--- src/rtl/int_replay_queue_pkg.sv ---
// int_replay_queue_pkg: shared types, sizes and selective-flush helpers for the integer replay queue
package int_replay_queue_pkg;
    localparam int ISSUE_WIDTH = 2;
    localparam int DEPTH       = 8;
    localparam int DATA_W      = 64;
    localparam int AL_PTR_W    = 6;
    localparam int HOLD_CYCLES = 3;
    localparam int IDX_W       = $clog2(DEPTH);
    localparam int PTR_W       = IDX_W + 1;
    localparam int CNT_W       = $clog2(DEPTH + 1);
    localparam int AGE_W       = $clog2(HOLD_CYCLES + 1);
    localparam logic [AGE_W-1:0] AGE_MAX = AGE_W'(HOLD_CYCLES);

    typedef logic [PTR_W-1:0] ptr_t;
    typedef logic [CNT_W-1:0] cnt_t;
    typedef logic [AL_PTR_W-1:0] al_ptr_t;
    typedef enum logic [1:0] {IDLE, WAIT, REPLAY} rq_state_e;

    typedef struct packed {
        logic [ISSUE_WIDTH-1:0]               valid;
        logic [ISSUE_WIDTH-1:0][DATA_W-1:0]   data;
        logic [ISSUE_WIDTH-1:0][AL_PTR_W-1:0] al_ptr;
        logic [AGE_W-1:0]                     age;
    } replay_group_t;

    // Circular membership in [h, t); h == t is an empty range.
    function automatic logic al_in_range(input al_ptr_t p, input al_ptr_t h, input al_ptr_t t);
        return (h <= t) ? (p >= h && p < t) : (p >= h || p < t);
    endfunction

    function automatic logic [ISSUE_WIDTH-1:0] flush_mask(
        input logic [ISSUE_WIDTH-1:0][AL_PTR_W-1:0] al,
        input logic en, input logic all, input al_ptr_t h, input al_ptr_t t);
        for (int i = 0; i < ISSUE_WIDTH; i++)
            flush_mask[i] = en && (all || al_in_range(al[i], h, t));
    endfunction
endpackage

--- src/rtl/int_replay_queue_storage.sv ---
// int_replay_queue_storage: circular group buffer with head/tail/read pointers, per-group age and flush clear
module int_replay_queue_storage
    import int_replay_queue_pkg::*;
(
    input  logic                                 clk_i,
    input  logic                                 rst_ni,
    input  logic                                 push_i,
    input  logic                                 pop_i,
    input  logic                                 age_i,
    input  logic                                 rd_load_i,
    input  logic                                 rd_adv_i,
    input  logic [ISSUE_WIDTH-1:0]               push_valid_i,
    input  logic [ISSUE_WIDTH-1:0][DATA_W-1:0]   push_data_i,
    input  logic [ISSUE_WIDTH-1:0][AL_PTR_W-1:0] push_al_i,
    input  logic                                 flush_i,
    input  logic                                 flush_all_i,
    input  logic [AL_PTR_W-1:0]                  flush_head_i,
    input  logic [AL_PTR_W-1:0]                  flush_tail_i,
    output logic [ISSUE_WIDTH-1:0]               rd_entry_o,
    output logic [ISSUE_WIDTH-1:0][DATA_W-1:0]   rd_data_o,
    output logic [ISSUE_WIDTH-1:0][AL_PTR_W-1:0] rd_al_o,
    output logic                                 rd_last_o,
    output logic                                 head_ripe_o,
    output cnt_t                                 count_o
);
    ptr_t head_q, tail_q, rd_q;
    replay_group_t mem_q [DEPTH];
    logic [IDX_W-1:0] head_idx, tail_idx, rd_idx;

    assign head_idx    = head_q[IDX_W-1:0];
    assign tail_idx    = tail_q[IDX_W-1:0];
    assign rd_idx      = rd_q[IDX_W-1:0];
    assign count_o     = CNT_W'(tail_q - head_q);
    assign rd_last_o   = (rd_q + 1'b1) == tail_q;
    assign head_ripe_o = mem_q[head_idx].age >= AGE_W'(HOLD_CYCLES - 1);
    assign rd_data_o   = mem_q[rd_idx].data;
    assign rd_al_o     = mem_q[rd_idx].al_ptr;
    assign rd_entry_o  = mem_q[rd_idx].valid &
                         ~flush_mask(mem_q[rd_idx].al_ptr, flush_i, flush_all_i, flush_head_i, flush_tail_i);

    always_ff @(posedge clk_i or negedge rst_ni) begin
        if (!rst_ni) begin
            head_q <= '0;
            tail_q <= '0;
            rd_q   <= '0;
            for (int g = 0; g < DEPTH; g++) mem_q[g] <= '0;
        end else begin
            for (int g = 0; g < DEPTH; g++) begin
                mem_q[g].valid <= mem_q[g].valid &
                                  ~flush_mask(mem_q[g].al_ptr, flush_i, flush_all_i, flush_head_i, flush_tail_i);
                mem_q[g].age <= (rd_adv_i && g == int'(rd_idx)) ? '0 :
                                (age_i && mem_q[g].age != AGE_MAX) ? mem_q[g].age + 1'b1 : mem_q[g].age;
            end
            if (push_i)
                mem_q[tail_idx] <= '{valid: push_valid_i & ~flush_mask(push_al_i, flush_i, flush_all_i,
                                                                      flush_head_i, flush_tail_i),
                                     data: push_data_i, al_ptr: push_al_i, age: '0};
            head_q <= pop_i ? head_q + 1'b1 : head_q;
            tail_q <= push_i ? tail_q + 1'b1 : tail_q;
            rd_q   <= rd_load_i ? head_q : rd_adv_i ? rd_q + 1'b1 : rd_q;
        end
    end
endmodule

--- src/rtl/int_replay_queue.sv ---
// int_replay_queue: holds issued integer groups until load hit/miss resolves and replays them after a miss
module int_replay_queue
    import int_replay_queue_pkg::*;
(
    input  logic                                 clk_i,
    input  logic                                 rst_ni,
    input  logic [ISSUE_WIDTH-1:0]               issue_valid_i,
    input  logic [ISSUE_WIDTH-1:0][DATA_W-1:0]   issue_data_i,
    input  logic [ISSUE_WIDTH-1:0][AL_PTR_W-1:0] issue_al_ptr_i,
    output logic                                 can_issue_o,
    input  logic                                 load_miss_i,
    input  logic                                 mem_ready_i,
    input  logic                                 to_recovery_i,
    input  logic                                 flush_all_i,
    input  logic [AL_PTR_W-1:0]                  flush_head_i,
    input  logic [AL_PTR_W-1:0]                  flush_tail_i,
    output logic                                 replay_o,
    output logic [ISSUE_WIDTH-1:0]               replay_entry_o,
    output logic [ISSUE_WIDTH-1:0][DATA_W-1:0]   replay_data_o,
    output logic [ISSUE_WIDTH-1:0][AL_PTR_W-1:0] replay_al_ptr_o,
    output logic [CNT_W-1:0]                     count_o
);
    rq_state_e state_q;
    logic miss_q, push, pop, go_wait, rd_last, head_ripe;
    logic [ISSUE_WIDTH-1:0] rd_entry;

    assign can_issue_o    = (state_q == IDLE) && (count_o < CNT_W'(DEPTH));
    assign push           = can_issue_o && |issue_valid_i;
    // A miss counts the group pushed this cycle and beats the head's retirement.
    assign go_wait        = (state_q == IDLE) && load_miss_i && (count_o != '0 || push);
    assign pop            = (state_q == IDLE) && count_o != '0 && head_ripe && !go_wait;
    assign replay_o       = state_q == REPLAY;
    assign replay_entry_o = replay_o ? rd_entry : '0;

    int_replay_queue_storage u_storage (
        .clk_i       (clk_i),
        .rst_ni      (rst_ni),
        .push_i      (push),
        .pop_i       (pop),
        .age_i       (state_q == IDLE),
        .rd_load_i   ((state_q == WAIT) && mem_ready_i),
        .rd_adv_i    (replay_o),
        .push_valid_i(issue_valid_i),
        .push_data_i (issue_data_i),
        .push_al_i   (issue_al_ptr_i),
        .flush_i     (to_recovery_i),
        .flush_all_i (flush_all_i),
        .flush_head_i(flush_head_i),
        .flush_tail_i(flush_tail_i),
        .rd_entry_o  (rd_entry),
        .rd_data_o   (replay_data_o),
        .rd_al_o     (replay_al_ptr_o),
        .rd_last_o   (rd_last),
        .head_ripe_o (head_ripe),
        .count_o     (count_o)
    );

    always_ff @(posedge clk_i or negedge rst_ni) begin
        if (!rst_ni) begin
            state_q <= IDLE;
            miss_q  <= 1'b0;
        end else begin
            case (state_q)
                IDLE:    state_q <= go_wait ? WAIT : IDLE;
                WAIT:    state_q <= mem_ready_i ? REPLAY : WAIT;
                default: state_q <= !rd_last ? REPLAY : (miss_q || load_miss_i) ? WAIT : IDLE;
            endcase
            miss_q <= replay_o && !rd_last && (miss_q || load_miss_i);
        end
    end

    issue_when_blocked: assert property (@(posedge clk_i) disable iff (!rst_ni) !(|issue_valid_i && !can_issue_o))
        else $warning("issue while can_issue is low is dropped");
endmodule

--- config.mk ---
export PLATFORM = sky130hd
export DESIGN_NAME = int_replay_queue
export DESIGN_NICKNAME = d
export VERILOG_FILES = /design/src/rtl/int_replay_queue_pkg.sv /design/src/rtl/int_replay_queue_storage.sv /design/src/rtl/int_replay_queue.sv
export SDC_FILE = /design/constraint.sdc
export NUM_CORES = 2
export LEC_CHECK = 0
export BUFFER_PORTS_ARGS = -buffer_cell sky130_fd_sc_hd__buf_2
export CAP_MARGIN = 5
export CORE_MARGIN = 1
export CORE_UTILIZATION = 32
export CTS_CLUSTER_SIZE = 25
export DETAILED_ROUTE_END_ITERATION = 6
export PLACE_DENSITY = 0.45
export SLEW_MARGIN = 20
export SYNTH_ARGS = -nofsm -noshare
export SYNTH_HDL_FRONTEND = slang
export SYNTH_SLANG_ARGS = --single-unit
--- constraint.sdc ---
create_clock -name clk_i -period 8.9 [get_ports clk_i]
set_clock_uncertainty 0.2 [all_clocks]
set_input_delay 1.335 -clock clk_i [delete_from_list [all_inputs] [get_ports clk_i]]
set_output_delay 1.335 -clock clk_i [all_outputs]
set_load 0.05 [all_outputs]
Word-level counts from Yosys, hierarchy flattened
Cells that the tools add are included.
- output and inout bits: 148
- register bits: 1167
- word-level logic and storage cells: 323
- reduce and logical (&&, ||, !) cells: 116
- mux-type cells: 54
- order comparisons: 47
- add/sub/neg operators: 12
- bitwise gates (word level): 23
- eq/ne operators: 18
- operators by type and width (operator ; count):
    bitwise mux 1152 bit ; 1
    2-to-1 mux 1152 bit ; 1
    binary-select mux 144 bit (select 3 bit) ; 2
    demux 144 bit (select 3 bit) ; 1
    2-to-1 mux 144 bit ; 3
    >= comparator 6 bit ; 20
    < comparator 6 bit ; 20
    logical AND 1 bit ; 67
    logical OR 1 bit ; 42
    2-to-1 mux 2 bit ; 21
    2-to-1 mux 1 bit ; 22
    AND 2 bit ; 10
    NOT 2 bit ; 10
    adder 2 x 1 -> 2 bit (second input constant) ; 8
    inequality test 2 bit (second input constant) ; 8
    adder 4 x 1 -> 4 bit (second input constant) ; 3
    == test 3 bit (first input constant) ; 4
    >= comparator 4 bit (second input constant) ; 3
    NOT 3 -> 4 bit ; 3
    2-to-1 mux 4 bit ; 2
    == test 2 x 3 -> 1 bit (first input constant) ; 2
    <= comparator 6 bit ; 1
    == test 4 bit ; 1
    < comparator 4 x 1 -> 1 bit (second input constant) ; 1
    13 further kinds ; 14

Depth between registers and ports, before layout
- depth after elaboration: 12
- mapped depth: 13
- mapped depth without buffers: 10

Hierarchy
Synthesis repeated with hierarchy kept, for this count alone.
- cell total of the unflattened synthesis: 6248
- area, all modules: 58383.5 um^2
- modules (own cells, without submodules) (module ; instances ; area an instance (um^2) ; sequential area each (um^2) ; cells each):
    int_replay_queue_storage ; 1 ; 58148.3 ; 29127.9 ; 6225
    int_replay_queue ; 1 ; 235.2 ; 75.1 ; 23

Worst setup path after synthesis
OpenSTA, ideal clock, no wires.
- kind: input to output
- from: input port flush_tail_i[4]
- to: output port replay_entry_o[0]
- setup slack: 3.438 ns
- arrival: 3.927 ns
- stages on the path: 10
- cells stage by stage: inv_1 ha_1 a41o_1 a21oi_1 a21oi_1 clkbuf_1 clkbuf_1 nand2_1 o21ai_0 a21oi_1
- cells in the longest elaborated chain, start to end: 8
- ends and longest elaborated chain (element ; RTL line ; text):
    from (decl) ; int_replay_queue.sv:16 ; input logic [AL_PTR_W-1:0] flush_tail_i,
    < comparator 6 bit ; int_replay_queue_pkg.sv:28 ; return (h <= t) ? (p >= h && p < t) : (p >= h || p < t);
    logical OR 1 bit / logical AND 1 bit (equally long branches) ; int_replay_queue_pkg.sv:28 ;
    2-to-1 mux 1 bit * ; int_replay_queue_pkg.sv:28 ;
    logical OR 1 bit * ; int_replay_queue_pkg.sv:35 ; flush_mask[i] = en && (all || al_in_range(al[i], h, t));
    logical AND 1 bit * ; int_replay_queue_pkg.sv:35 ;
    NOT 2 bit * ; int_replay_queue_storage.sv:39 ; ~flush_mask(mem_q[rd_idx].al_ptr, flush_i, flush_all_i, flush_head_i, flush_tail_i);
    AND 2 bit * ; int_replay_queue_storage.sv:38 ; assign rd_entry_o = mem_q[rd_idx].valid &
    2-to-1 mux 2 bit * ; int_replay_queue.sv:33 ; assign replay_entry_o = replay_o ? rd_entry : '0;
    to (decl) ; int_replay_queue.sv:18 ; output logic [ISSUE_WIDTH-1:0] replay_entry_o,
Every way passes the cells marked *; elsewhere a longest branch is shown, timed or not.

Worst setup path after layout
- from: register u_storage.rd_q[0]
- to: output port replay_entry_o[1]
- cells in the longest elaborated chain, start to end: 12
- ends and longest elaborated chain (element ; RTL line ; text):
    from (decl) ; int_replay_queue_storage.sv:26 ; ptr_t head_q, tail_q, rd_q;
    from (signal assigned) ; int_replay_queue_storage.sv:60 ; rd_q <= rd_load_i ? head_q : rd_adv_i ? rd_q + 1'b1 : rd_q;
    NOT 3 -> 4 bit (implied by the code) * ; int_replay_queue_storage.sv:38, int_replay_queue_storage.sv:39 ;
    binary-select mux 144 bit (select 3 bit) * ; int_replay_queue_storage.sv:38, int_replay_queue_storage.sv:39 ;
    2-to-1 mux 144 bit (implied by the code) * (2 in a row) ; int_replay_queue_storage.sv:39 ;
    >= comparator 6 bit / < comparator 6 bit (equally long branches) ; int_replay_queue_pkg.sv:28 ;
    logical OR 1 bit / logical AND 1 bit (equally long branches) ; int_replay_queue_pkg.sv:28 ;
    2-to-1 mux 1 bit ; int_replay_queue_pkg.sv:28 ;
    logical OR 1 bit ; int_replay_queue_pkg.sv:35 ;
    logical AND 1 bit ; int_replay_queue_pkg.sv:35 ;
    NOT 2 bit ; int_replay_queue_storage.sv:39 ;
    AND 2 bit * ; int_replay_queue_storage.sv:38 ;
    2-to-1 mux 2 bit * ; int_replay_queue.sv:33 ;
Every way passes the cells marked *; elsewhere a longest branch is shown, timed or not. The select of a mux whose other input is x is not followed.

==> flow_summary.toml <==
[global_routing]
grt_pass1_vias = 39100
grt_pass1_wl_um = 261000
grt_util_all_layers = 0.190
gr-total-overflow = 0
antenna_found_initial = 46
grt_max_degree = 166

[timing]
finalCriticalPeriod_ns = 6.22
slew_headroom = 0.206
hold_violations = 0
finalCritPeriodShare = 0.699
worst_slack_ns = 2.68
setup-violations-final = 0
rsz0062_at_grt = "false"
worst_pin_slew_ns = 1.19
tns_ns = 0
slew_violations = 0
timing.fmax_mhz = 161

[logic_synthesis]
async_flop_share = 1.00
seq_area_frac_synth = 0.505
synth_area_sq_um = 57800
yosysUniqueCellTypes = 61
syn_area_per_cell_sq_um = 12.4
yosysWarnings = 0
synth_ff_type = "dfrtp_1"
ys_ff_latch = 1167
syn-instance-count = 4683
synth-edff-count = 0
synth_nets = 5089

[drt]
drtIter0Drc = 2287
drt-total-wl_um = 172000
drc_errors = 0
drt_pass1_iterations = 5
vias = 37800
ant_nets = 0
vias_per_cell = 5.10
detail_route.wl_per_cell_um = 23.2

[critical_path]
critical_path_class = "flop to output pin"
worstSetupEndpointType = "output pin"
critPathLaunchType = "flop"
r2r_cells = 10
cp-startpoint = "u_storage.rd_q[0]"
cp.arrival_ns = 4.68
crit_fanout = 31
r2r-start = "u_storage.tail_q[2]"
worst-endpoint-required_ns = 7.36

[placement]
finalWeightedCongestion = 0.786
dp_slack_ns = 3.05
dpl-instance-area_sq_um = 61600
dp_hpwl_um = 97700
port_buffers = 307

[die]
num_rows = 155
core_sq_um = 179000
die_y_um = 427
initial_core_util = 0.323
die_x_um = 427
pin_count = 308
dieArea_sq_um = 182000

[power]
leakagePower_nw = 32.2
p_total_mw = 26.7
power.density_nw_per_um2 = 402
vdd_drop_max_mv = 0.317

[cts]
clk_pin_slew_worst_paths_ns = 0.06
cts_buffers = 142
insertion_delay_ns = 0.80
post_cts_buffers = 0
cts_resized = 0
cts.sinks = 1167
cts.htree.levels = 4
root_buffer = "clkbuf_16"
cts_hold_buffers = 0
tritoncts = "yes"
clock_path_buffers = 3

[status]
status = "complete, no violations"

[final_layout]
area_growth_pct = 14.8
seq_area_sq_um = 29200
fill_cells = 17400
drive_gt1_frac = 0.342
final_area_sq_um = 66400
utilization = 0.371
multi_input_area_sq_um = 27100
final_nets = 5333

[hold_path]
hold_depth = 2
hold_path.class = "flop to flop"

[job]
maxCapViolations = 0
[stage by stage]
step / hold slack (ns) / instances
after floorplan: 0.240 / 4683
after global placement: 0.252 / 7138
after detailed placement: 0.257 / 7138
after CTS: 0.271 / 7394
after global routing: 0.282 / 7398
final: 0.266 / 7401
[where the power goes]
part,internal (mW),leakage (nW),total (mW),switching [mW]
combinational,4.86,14.7,11.6,6.75
sequential,7.67,15.1,9.14,1.48
clock,3.51,2.33,5.95,2.44
total,16.0,32.2,26.7,10.7
[cells by family after synthesis]
family / Yosys count / share of synthesized area
simple gates: 1498 / 0.102
flops: 1167 / 0.505
mux: 1131 / 0.276
buf+inv: 325 / 0.0284
compound gates: 289 / 0.0318
fa+ha+maj: 251 / 0.0542
xor+xnor: 22 / 0.00333
[area by class of cell]
class	count	share of cell area
Sequential cell	1167	0.440
Clock buffer	212	0.0617
Tap cell	2355	0.0444
Inverter	55	0.00322
Timing Repair Buffer	370	0.0324
Clock inverter	44	0.0102
Antenna cell	7	0.000264
Multi-Input combinational cell	3191	0.408
[worst max-delay path, cell delays in order, from the launching register on]
cell and delay, ns:
dfrtp_4 0.88, buf_4 0.58, mux4_2 0.57, mux2_2 0.30, inv_1 0.06, ha_1 0.21, nand2b_1 0.14, a21o_1 0.18
a21o_1 0.17, a21oi_1 0.13, o21ai_0 0.09, a21oi_1 0.25, buf_2 0.32
[per-layer routing]
metal | up-vias | share of wire | GRT usage
met5 | - | 0.0011 | 0
li1 | 17000 | - | -
met1 | 19700 | 0.45 | 0.258
met3 | 284 | 0.043 | 0.0350
met2 | 651 | 0.48 | 0.312
met4 | 32 | 0.021 | 0.0461
[placed cells by master, fill, tap and decap left out, drive strengths merged, types with 10 or more instances in the layout]
cell type  count
ha           245
inv           62
mux4         286
dfrtp       1167
xnor2         17
nor2          50
a21oi         65
nand3         31
mux2         832
nand2b        22
clkbuf       212
bufinv        10
a211oi        19
a31oi         17
nor2b         19
clkinv        24
o21ai         86
buf          370
nor3          16
a21o          24
nand2       1330
mux2i         13
[synthesized netlist by cell type (7+ instances only)]
| cell | instances | area, sq um |
|---|---|---|
| buf_1 | 12 | 45.0 |
| nand2_1 | 1330 | 4990 |
| o22ai_1 | 7 | 43.8 |
| o21a_1 | 8 | 60.1 |
| nor2b_1 | 19 | 119 |
| mux4_2 | 286 | 6440 |
| nand4_1 | 7 | 43.8 |
| clkbuf_1 | 80 | 300 |
| mux2i_1 | 13 | 130 |
| a211oi_1 | 19 | 143 |
| buf_6 | 32 | 360 |
| buf_2 | 145 | 726 |
| ha_1 | 245 | 3070 |
| xnor2_1 | 17 | 149 |
| nand3_1 | 31 | 155 |
| a21o_1 | 24 | 180 |
| nor3_1 | 15 | 75.1 |
| a311oi_1 | 7 | 61.3 |
| dfrtp_1 | 1167 | 29200 |
| o21ai_0 | 86 | 430 |
| o221ai_1 | 7 | 61.3 |
| nor2_1 | 49 | 184 |
| mux2_2 | 830 | 9350 |
| a21oi_1 | 65 | 325 |
| a221oi_1 | 7 | 61.3 |
| o211ai_1 | 7 | 52.6 |
| a31oi_1 | 17 | 106 |
| nand2b_1 | 22 | 138 |
| inv_1 | 52 | 195 |
[worst paths after layout]
path	endpoint	slack, ns
worst max-delay path	replay_entry_o[1]	2.68
worst min-delay path	flop	0.27
worst max register to register	flop	4.11
worst min register to register	flop	0.27
max in group asynchronous	asynchronous set/reset pin	6.08
min in group asynchronous	asynchronous set/reset pin	0.35
No activity file was read; power rests on OpenSTA's default activity.
